[src/rtl/seq_det_pkg.sv]
// Shared types and helpers for the serial sequence detector.
package seq_det_pkg;

  // Word-feeder states: waiting for a word, or shifting one out bit by bit.
  typedef enum logic {
    IDLE  = 1'b0,
    SHIFT = 1'b1
  } state_e;

  // Map a requested pattern length onto the usable range 1..max_len.
  function automatic int unsigned clamp_len(input int unsigned len, input int unsigned max_len);
    if (len == 0) begin
      return 1;
    end else if (len > max_len) begin
      return max_len;
    end else begin
      return len;
    end
  endfunction

endpackage

[src/rtl/seq_det_ctrl_if.sv]
// Word-level valid/ready bus feeding the serial detector.
interface seq_det_ctrl_if #(
  parameter int unsigned WORD_W = 8
);
  logic              in_valid;
  logic              in_ready;
  logic [WORD_W-1:0] in_data;

  // Producer side drives the word, consumer side answers with ready.
  modport master (output in_valid, output in_data, input in_ready);
  modport slave  (input in_valid, input in_data, output in_ready);
endinterface

[src/rtl/seq_matcher.sv]
// Bit-history window plus programmable pattern compare. The match output is
// combinational on the incoming bit so the decision is made on the same bit
// that completes the pattern.
module seq_matcher
  import seq_det_pkg::*;
#(
  parameter int unsigned       PAT_W   = 4,
  parameter int unsigned       LEN_W   = 3,
  parameter logic [PAT_W-1:0]  RST_PAT = PAT_W'(5),
  parameter int unsigned       RST_LEN = 3
) (
  input  logic             clk,
  input  logic             rst_n,
  input  logic             shift_en,
  input  logic             bit_in,
  input  logic             cfg_load,
  input  logic [PAT_W-1:0] cfg_pattern,
  input  logic [LEN_W-1:0] cfg_len,
  output logic             match
);

  localparam logic [LEN_W-1:0] FILL_MAX = LEN_W'(PAT_W);
  localparam logic [LEN_W-1:0] LEN_RST  = LEN_W'(clamp_len(RST_LEN, PAT_W));

  logic [PAT_W-1:0] hist_q, hist_d;
  logic [PAT_W-1:0] pattern_q, pattern_d;
  logic [LEN_W-1:0] fill_q, fill_d;
  logic [LEN_W-1:0] len_q, len_d;
  logic [PAT_W-1:0] window;
  logic [PAT_W-1:0] len_mask;
  logic [LEN_W:0]   fill_plus1;

  // Bit gi of the window takes part in the compare only if it lies inside the pattern length.
  for (genvar gi = 0; gi < PAT_W; gi++) begin : g_mask
    assign len_mask[gi] = (len_q > LEN_W'(gi));
  end

  // Window as it will look once the incoming bit lands in bit 0.
  assign window     = (hist_q << 1) | PAT_W'(bit_in);
  assign fill_plus1 = {1'b0, fill_q} + (LEN_W+1)'(1);
  assign match      = ({1'b0, len_q} <= fill_plus1) &&
                      (((window ^ pattern_q) & len_mask) == '0);

  // Next-state for history, fill level and pattern configuration.
  always_comb begin
    hist_d    = hist_q;
    fill_d    = fill_q;
    pattern_d = pattern_q;
    len_d     = len_q;
    if (cfg_load) begin
      hist_d    = '0;
      fill_d    = '0;
      pattern_d = cfg_pattern;
      len_d     = LEN_W'(clamp_len(32'(cfg_len), PAT_W));
    end else if (shift_en) begin
      hist_d = window;
      if (fill_q != FILL_MAX) begin
        fill_d = fill_q + LEN_W'(1);
      end
    end
  end

  // Register history and configuration; reset restores the power-on pattern.
  always_ff @(posedge clk) begin
    if (!rst_n) begin
      hist_q    <= '0;
      fill_q    <= '0;
      pattern_q <= RST_PAT;
      len_q     <= LEN_RST;
    end else begin
      hist_q    <= hist_d;
      fill_q    <= fill_d;
      pattern_q <= pattern_d;
      len_q     <= len_d;
    end
  end

endmodule

[src/rtl/seq_det_ctrl.sv]
// Word-to-bit feeder for the sequence matcher: accepts words on a valid/ready
// bus, shifts them out MSB-first one bit per clock with no bubble between
// back-to-back words, and counts matches with a sticky threshold interrupt.
module seq_det_ctrl
  import seq_det_pkg::*;
#(
  parameter int unsigned      WORD_W  = 8,
  parameter int unsigned      PAT_W   = 4,
  parameter int unsigned      LEN_W   = 3,
  parameter int unsigned      CNT_W   = 8,
  parameter logic [PAT_W-1:0] RST_PAT = PAT_W'(5),
  parameter int unsigned      RST_LEN = 3
) (
  input  logic             clk,
  input  logic             rst_n,
  input  logic             enable,
  input  logic             cfg_we,
  input  logic [PAT_W-1:0] cfg_pattern,
  input  logic [LEN_W-1:0] cfg_len,
  input  logic [CNT_W-1:0] thresh,
  seq_det_ctrl_if.slave    in_if,
  output logic             busy,
  output logic             det_pulse,
  output logic [CNT_W-1:0] det_count,
  output logic             irq,
  input  logic             irq_clr
);

  localparam int unsigned      BC_W     = $clog2(WORD_W);
  localparam logic [BC_W-1:0]  LAST_BIT = BC_W'(WORD_W - 1);
  localparam logic [CNT_W-1:0] CNT_MAX  = '1;

  state_e            state_q, state_d;
  logic [WORD_W-1:0] shreg_q, shreg_d;
  logic [BC_W-1:0]   bit_cnt_q, bit_cnt_d;
  logic              det_pulse_q, det_pulse_d;
  logic [CNT_W-1:0]  det_count_q, det_count_d;
  logic              irq_q, irq_d;

  logic              last_bit;
  logic              ready;
  logic              accept;
  logic              shift_en;
  logic              cfg_load;
  logic              match;
  logic              hit;
  logic [CNT_W-1:0]  count_inc;

  // Ready in IDLE (unless a config write claims the cycle) and on the last
  // bit of a word, so a following word is picked up without a gap.
  assign last_bit = (state_q == SHIFT) && (bit_cnt_q == LAST_BIT);
  assign ready    = rst_n & enable & (((state_q == IDLE) & ~cfg_we) | last_bit);
  assign accept   = in_if.in_valid & ready;
  assign shift_en = (state_q == SHIFT);
  assign cfg_load = cfg_we & (state_q == IDLE);
  assign hit      = shift_en & match;

  assign in_if.in_ready = ready;
  assign busy           = (state_q == SHIFT);
  assign det_pulse      = det_pulse_q;
  assign det_count      = det_count_q;
  assign irq            = irq_q;

  seq_matcher #(
    .PAT_W   (PAT_W),
    .LEN_W   (LEN_W),
    .RST_PAT (RST_PAT),
    .RST_LEN (RST_LEN)
  ) u_matcher (
    .clk         (clk),
    .rst_n       (rst_n),
    .shift_en    (shift_en),
    .bit_in      (shreg_q[WORD_W-1]),
    .cfg_load    (cfg_load),
    .cfg_pattern (cfg_pattern),
    .cfg_len     (cfg_len),
    .match       (match)
  );

  // Feeder FSM next-state: load on accept, shift MSB out, reload or stop on the last bit.
  always_comb begin
    state_d   = state_q;
    shreg_d   = shreg_q;
    bit_cnt_d = bit_cnt_q;
    case (state_q)
      IDLE: begin
        if (accept) begin
          shreg_d   = in_if.in_data;
          bit_cnt_d = '0;
          state_d   = SHIFT;
        end
      end
      SHIFT: begin
        shreg_d   = {shreg_q[WORD_W-2:0], 1'b0};
        bit_cnt_d = bit_cnt_q + BC_W'(1);
        if (last_bit) begin
          bit_cnt_d = '0;
          if (accept) begin
            shreg_d = in_if.in_data;
          end else begin
            state_d = IDLE;
          end
        end
      end
      default: state_d = IDLE;
    endcase
  end

  // Saturating match counter and sticky interrupt; a set beats a same-cycle clear.
  always_comb begin
    count_inc   = (det_count_q == CNT_MAX) ? det_count_q : det_count_q + CNT_W'(1);
    det_pulse_d = hit;
    det_count_d = det_count_q;
    irq_d       = irq_q;
    if (cfg_load) begin
      det_count_d = '0;
      irq_d       = 1'b0;
    end else begin
      if (hit) begin
        det_count_d = count_inc;
      end
      if (hit && (thresh != '0) && (count_inc == thresh)) begin
        irq_d = 1'b1;
      end else if (irq_clr) begin
        irq_d = 1'b0;
      end
    end
  end

  // All control state registered here; reset abandons any partial word.
  always_ff @(posedge clk) begin
    if (!rst_n) begin
      state_q     <= IDLE;
      shreg_q     <= '0;
      bit_cnt_q   <= '0;
      det_pulse_q <= 1'b0;
      det_count_q <= '0;
      irq_q       <= 1'b0;
    end else begin
      state_q     <= state_d;
      shreg_q     <= shreg_d;
      bit_cnt_q   <= bit_cnt_d;
      det_pulse_q <= det_pulse_d;
      det_count_q <= det_count_d;
      irq_q       <= irq_d;
    end
  end

endmodule

[src/flat_wrapper.sv]
// flat-port wrapper written by rule: the top's interface ports become plain ports
module seq_det_ctrl_flat import seq_det_pkg::*;
#(
  parameter int unsigned      WORD_W  = 8,
  parameter int unsigned      PAT_W   = 4,
  parameter int unsigned      LEN_W   = 3,
  parameter int unsigned      CNT_W   = 8,
  parameter logic [PAT_W-1:0] RST_PAT = PAT_W'(5),
  parameter int unsigned      RST_LEN = 3
)
  (clk, rst_n, enable, cfg_we, cfg_pattern, cfg_len, thresh, busy, det_pulse, det_count, irq, irq_clr, in_if_in_valid, in_if_in_data, in_if_in_ready);
  seq_det_ctrl_if #(.WORD_W(WORD_W)) in_if_i ();
  input  logic clk;
  input  logic rst_n;
  input  logic enable;
  input  logic cfg_we;
  input  logic [PAT_W-1:0] cfg_pattern;
  input  logic [LEN_W-1:0] cfg_len;
  input  logic [CNT_W-1:0] thresh;
  output logic busy;
  output logic det_pulse;
  output logic [CNT_W-1:0] det_count;
  output logic irq;
  input  logic irq_clr;
  input wire logic [$bits(in_if_i.in_valid)-1:0] in_if_in_valid;
  input wire logic [$bits(in_if_i.in_data)-1:0] in_if_in_data;
  output wire logic [$bits(in_if_i.in_ready)-1:0] in_if_in_ready;
  assign in_if_i.in_valid = in_if_in_valid;
  assign in_if_i.in_data = in_if_in_data;
  assign in_if_in_ready = in_if_i.in_ready;
  seq_det_ctrl #(.WORD_W(WORD_W), .PAT_W(PAT_W), .LEN_W(LEN_W), .CNT_W(CNT_W), .RST_PAT(RST_PAT), .RST_LEN(RST_LEN)) u_core (.clk(clk), .rst_n(rst_n), .enable(enable), .cfg_we(cfg_we), .cfg_pattern(cfg_pattern), .cfg_len(cfg_len), .thresh(thresh), .in_if(in_if_i), .busy(busy), .det_pulse(det_pulse), .det_count(det_count), .irq(irq), .irq_clr(irq_clr));
endmodule
[config.mk]
export PLATFORM = sky130hd
export DESIGN_NAME = seq_det_ctrl_flat
export DESIGN_NICKNAME = d
export VERILOG_FILES = /design/src/rtl/seq_det_pkg.sv /design/src/rtl/seq_det_ctrl_if.sv /design/src/rtl/seq_matcher.sv /design/src/rtl/seq_det_ctrl.sv /design/src/flat_wrapper.sv
export SDC_FILE = /design/constraint.sdc
export NUM_CORES = 1
export LEC_CHECK = 0
export ABC_AREA = 1
export BUFFER_PORTS_ARGS = -buffer_cell sky130_fd_sc_hd__buf_2
export CELL_PAD_IN_SITES_DETAIL_PLACEMENT = 2
export CELL_PAD_IN_SITES_GLOBAL_PLACEMENT = 2
export CORE_UTILIZATION = 32
export DETAILED_ROUTE_END_ITERATION = 8
export GPL_TIMING_DRIVEN = 0
export PLACE_DENSITY_LB_ADDON = 0.3
export SYNTH_ARGS = -nofsm -noshare
export SYNTH_HDL_FRONTEND = slang
export SYNTH_SLANG_ARGS = --single-unit
[constraint.sdc]
create_clock -name clk -period 4.9 [get_ports clk]
set_input_delay 0.735 -clock clk [delete_from_list [all_inputs] [get_ports clk]]
set_output_delay 0.735 -clock clk [all_outputs]
set_load 0.005 [all_outputs]
==> run summary <==
Status: completed
Fillers: 719
CP Class: flop to flop
Synth top area cells: dfxtp_1, nand2_1, nand3_1
RSZ-0062 raised after global routing: false
Design Area, Final: 2320 µm²
Worst path arrival time: 2.52 ns
CP top delay family: adder cells
First-pass GRT wire length: 9450 µm
CTS resizes: 0
Routed WL: 5650 µm
Detailed Route Iter0 Violations: 78
Worst-Skew Late Latency: 0.29 ns
Dpl cell area: 2240 µm²
Cell Rows: 28
Yosys cell types: 34
Mean post-synth cell area: 7.38 µm²
CP required: 5.11 ns
CP max-delay cell: dfxtp_1
Initial antenna violation count: 0
Clock sink count: 35
Top-area cell type share of the netlist area: 0.361
Mapped Area: 1940 µm²
Fraction of registers with async set/reset: 0
Number of synthesized flops with an enable pin: 0
# Post-CTS Setup Buffers: 0
Vias in the first global route: 2051
Full die area: 6380 µm²
Syn nets: 300
Fin Setup TNS: 0 ns
Post-Synthesis Cells: 263
Final Max Tran Viols: 0
CTS Root Cell: clkbuf_8
Port-buffer cells: 40
CTS tree: yes
Register bit total from synthesis: 35
Register-to-Register Setup Slack: 2.59 ns
Critical Path Source Type: flop
Hold_ws: 0.466 ns
Area of the core: 5890 µm²
GRT overflow: 0
Inserted Diodes: 0
Most used cell, CP: inv_1
Die Ht: 79.9 µm
H-tree depth: 2
Worst Path Buf+Inv: 4
Pwr dens: 256 nW/µm²
Final Wtd Congestion: 0.726
Slew @ Worst Pin: 0.427 ns
Worst-path clk slew: 0.08 ns
Overall Power: 593 µW
Placed Cells: 378
Primary FF master, synth: dfxtp_1
Tcrit/Tclk final: 0.472
Total track usage: 0.191
WL per Instance: 14.6 µm
Layout Nets: 347
CP Cell Sequence: inv_1 -> ha_1 -> inv_1 -> ha_1 -> nand3_1 -> nand2_1 -> inv_1 -> nand2_1 -> nand3_1 -> nor2_2 -> buf_4 -> o21ai_0 -> a31oi_1
Via Count: 1917
Initial cell density of the core: 0.330
Hold buffers post-CTS: 0
Synth area leader: dfxtp_1
Worst-case clock buffer depth: 2
Post-DR vias/cell: 4.97
Post-synthesis sequential area ratio: 0.361
CP endpoint kind: flop
Rel. slew slack: 0.715
Worst hold path class: flop to flop
Fin cells: 386
Synth Warn #: 0
Detailed placer's ending HPWL: 4430 µm
Commonest cells in the netlist: nand2_1, dfxtp_1, nor2_1
CP Max Fanout: 10
Area grow syn2layout: 19.5%
Setup violations, final: 0
Fraction of layout cells with a size suffix above 1: 0.232
Residual DRC count: 0
Top-count cell post-synth: nand2_1
Total CTS buffers: 5
Routed Antenna Nets: 0
Shortest period the worst path allows: 2.31 ns
VDD IR max: 0.128 mV
Max_cap viols: 0
Largest stage delay on the critical path: 0.38 ns
Clk_skew: 0.00489 ns
Detailed Routing Iterations Pass 1: 4
Largest net degree at the start of global routing: 12
Hold Violations, Final: 0
Die W: 79.9 µm
LEAKAGE: 1.06 nW
Num ports: 41
Max Clock Freq: 433 MHz
==> cells in the final DEF (no fill, tap or decap), drive strengths merged <==
| master | count |
|---|---|
| nand2 | 62 |
| buf | 42 |
| dfxtp | 35 |
| nor2 | 33 |
| inv | 32 |
| nand3 | 24 |
| a21oi | 21 |
| o21ai | 18 |
| ha | 8 |
| o221ai | 7 |
| clkbuf | 7 |
| xor2 | 4 |
| xnor2 | 3 |
| a31oi | 3 |
| clkinv | 3 |
| o211ai | 2 |
| or2 | 2 |
| a22oi | 1 |
| nand3b | 1 |
| o21bai | 1 |
| a211oi | 1 |
| clkinvlp | 1 |
==> where the power goes <==
| group | internal [mW] | switching (mW) | total, mW |
|---|---|---|---|
| registers | 0.295 | 0.00844 | 0.303 |
| clock network | 0.0994 | 0.112 | 0.211 |
| logic | 0.0319 | 0.0468 | 0.0787 |
| total | 0.426 | 0.167 | 0.593 |
==> cells by family (layout without fill, tap and decap cells) <==
kind of cell | after synthesis | in the layout | share of synthesized area
simple gates | 122 | 122 | 0.309
buf+inv | 37 | 85 | 0.0786
xor+xnor | 7 | 7 | 0.0316
compound gates | 54 | 54 | 0.168
flops | 35 | 35 | 0.361
fa+ha+maj | 8 | 8 | 0.0515
==> worst reg2reg max path, cell delays in order, from the launching register on <==
cell and delay (ns):
dfxtp_1 0.38, inv_1 0.12, ha_1 0.30, inv_1 0.06
ha_1 0.29, nand3_1 0.07, nand2_1 0.07, inv_1 0.03
nand2_1 0.07, nand3_1 0.10, nor2_2 0.26, buf_4 0.24
o21ai_0 0.09, a31oi_1 0.16
==> flip-flops by register name, indices dropped and copies added, names as in the netlist <==
register	flops
u_core.shreg_q	8
u_core.bit_cnt_q	3
u_core.u_matcher.pattern_q	4
u_core.det_count	8
u_core.irq	1
u_core.u_matcher.fill_q	3
u_core.busy	1
u_core.det_pulse	1
u_core.u_matcher.hist_q	3
u_core.u_matcher.len_q	3
==> final timing paths <==
| path | from | to | cells after the start |
|---|---|---|---|
| setup reg to reg | u_core.u_matcher.fill_q[0] | u_core.det_count[4] | 13 |
| hold / removal | u_core.shreg_q[0] | u_core.shreg_q[0] | 2 |
| hold reg to reg | u_core.shreg_q[0] | u_core.shreg_q[0] | 2 |
| setup / recovery | u_core.u_matcher.fill_q[0] | u_core.det_count[4] | 13 |
==> stage by stage <==
stage                     setup WS (ns)  utilization
after floorplan                    3.07            -
after global placement             2.76        0.380
after detailed placement           2.58        0.380
after CTS                          2.54        0.394
after global routing               2.36        0.394
final                              2.59        0.394
==> per-layer routing <==
metal / global-route usage / vias to the layer above / part of all wire
met5: 0 / - / 0
met4: 0.0411 / 0 / 0.0085
met3: 0.0331 / 9 / 0.026
met2: 0.338 / 24 / 0.49
met1: 0.238 / 926 / 0.47
li1: - / 958 / -
==> area by class of cell <==
cell class | instances | area (µm²) | area share
buffer | 3 | 22.5 | 0.00970
clock buffer | 6 | 72.6 | 0.0313
clock inverter | 2 | 12.5 | 0.00539
inverter | 34 | 130 | 0.0561
multi-input combinational | 191 | 1090 | 0.469
sequential | 35 | 701 | 0.302
tap | 75 | 93.8 | 0.0404
timing repair buffer | 40 | 200 | 0.0863
Note: power is estimated with default switching activity, not from simulation.
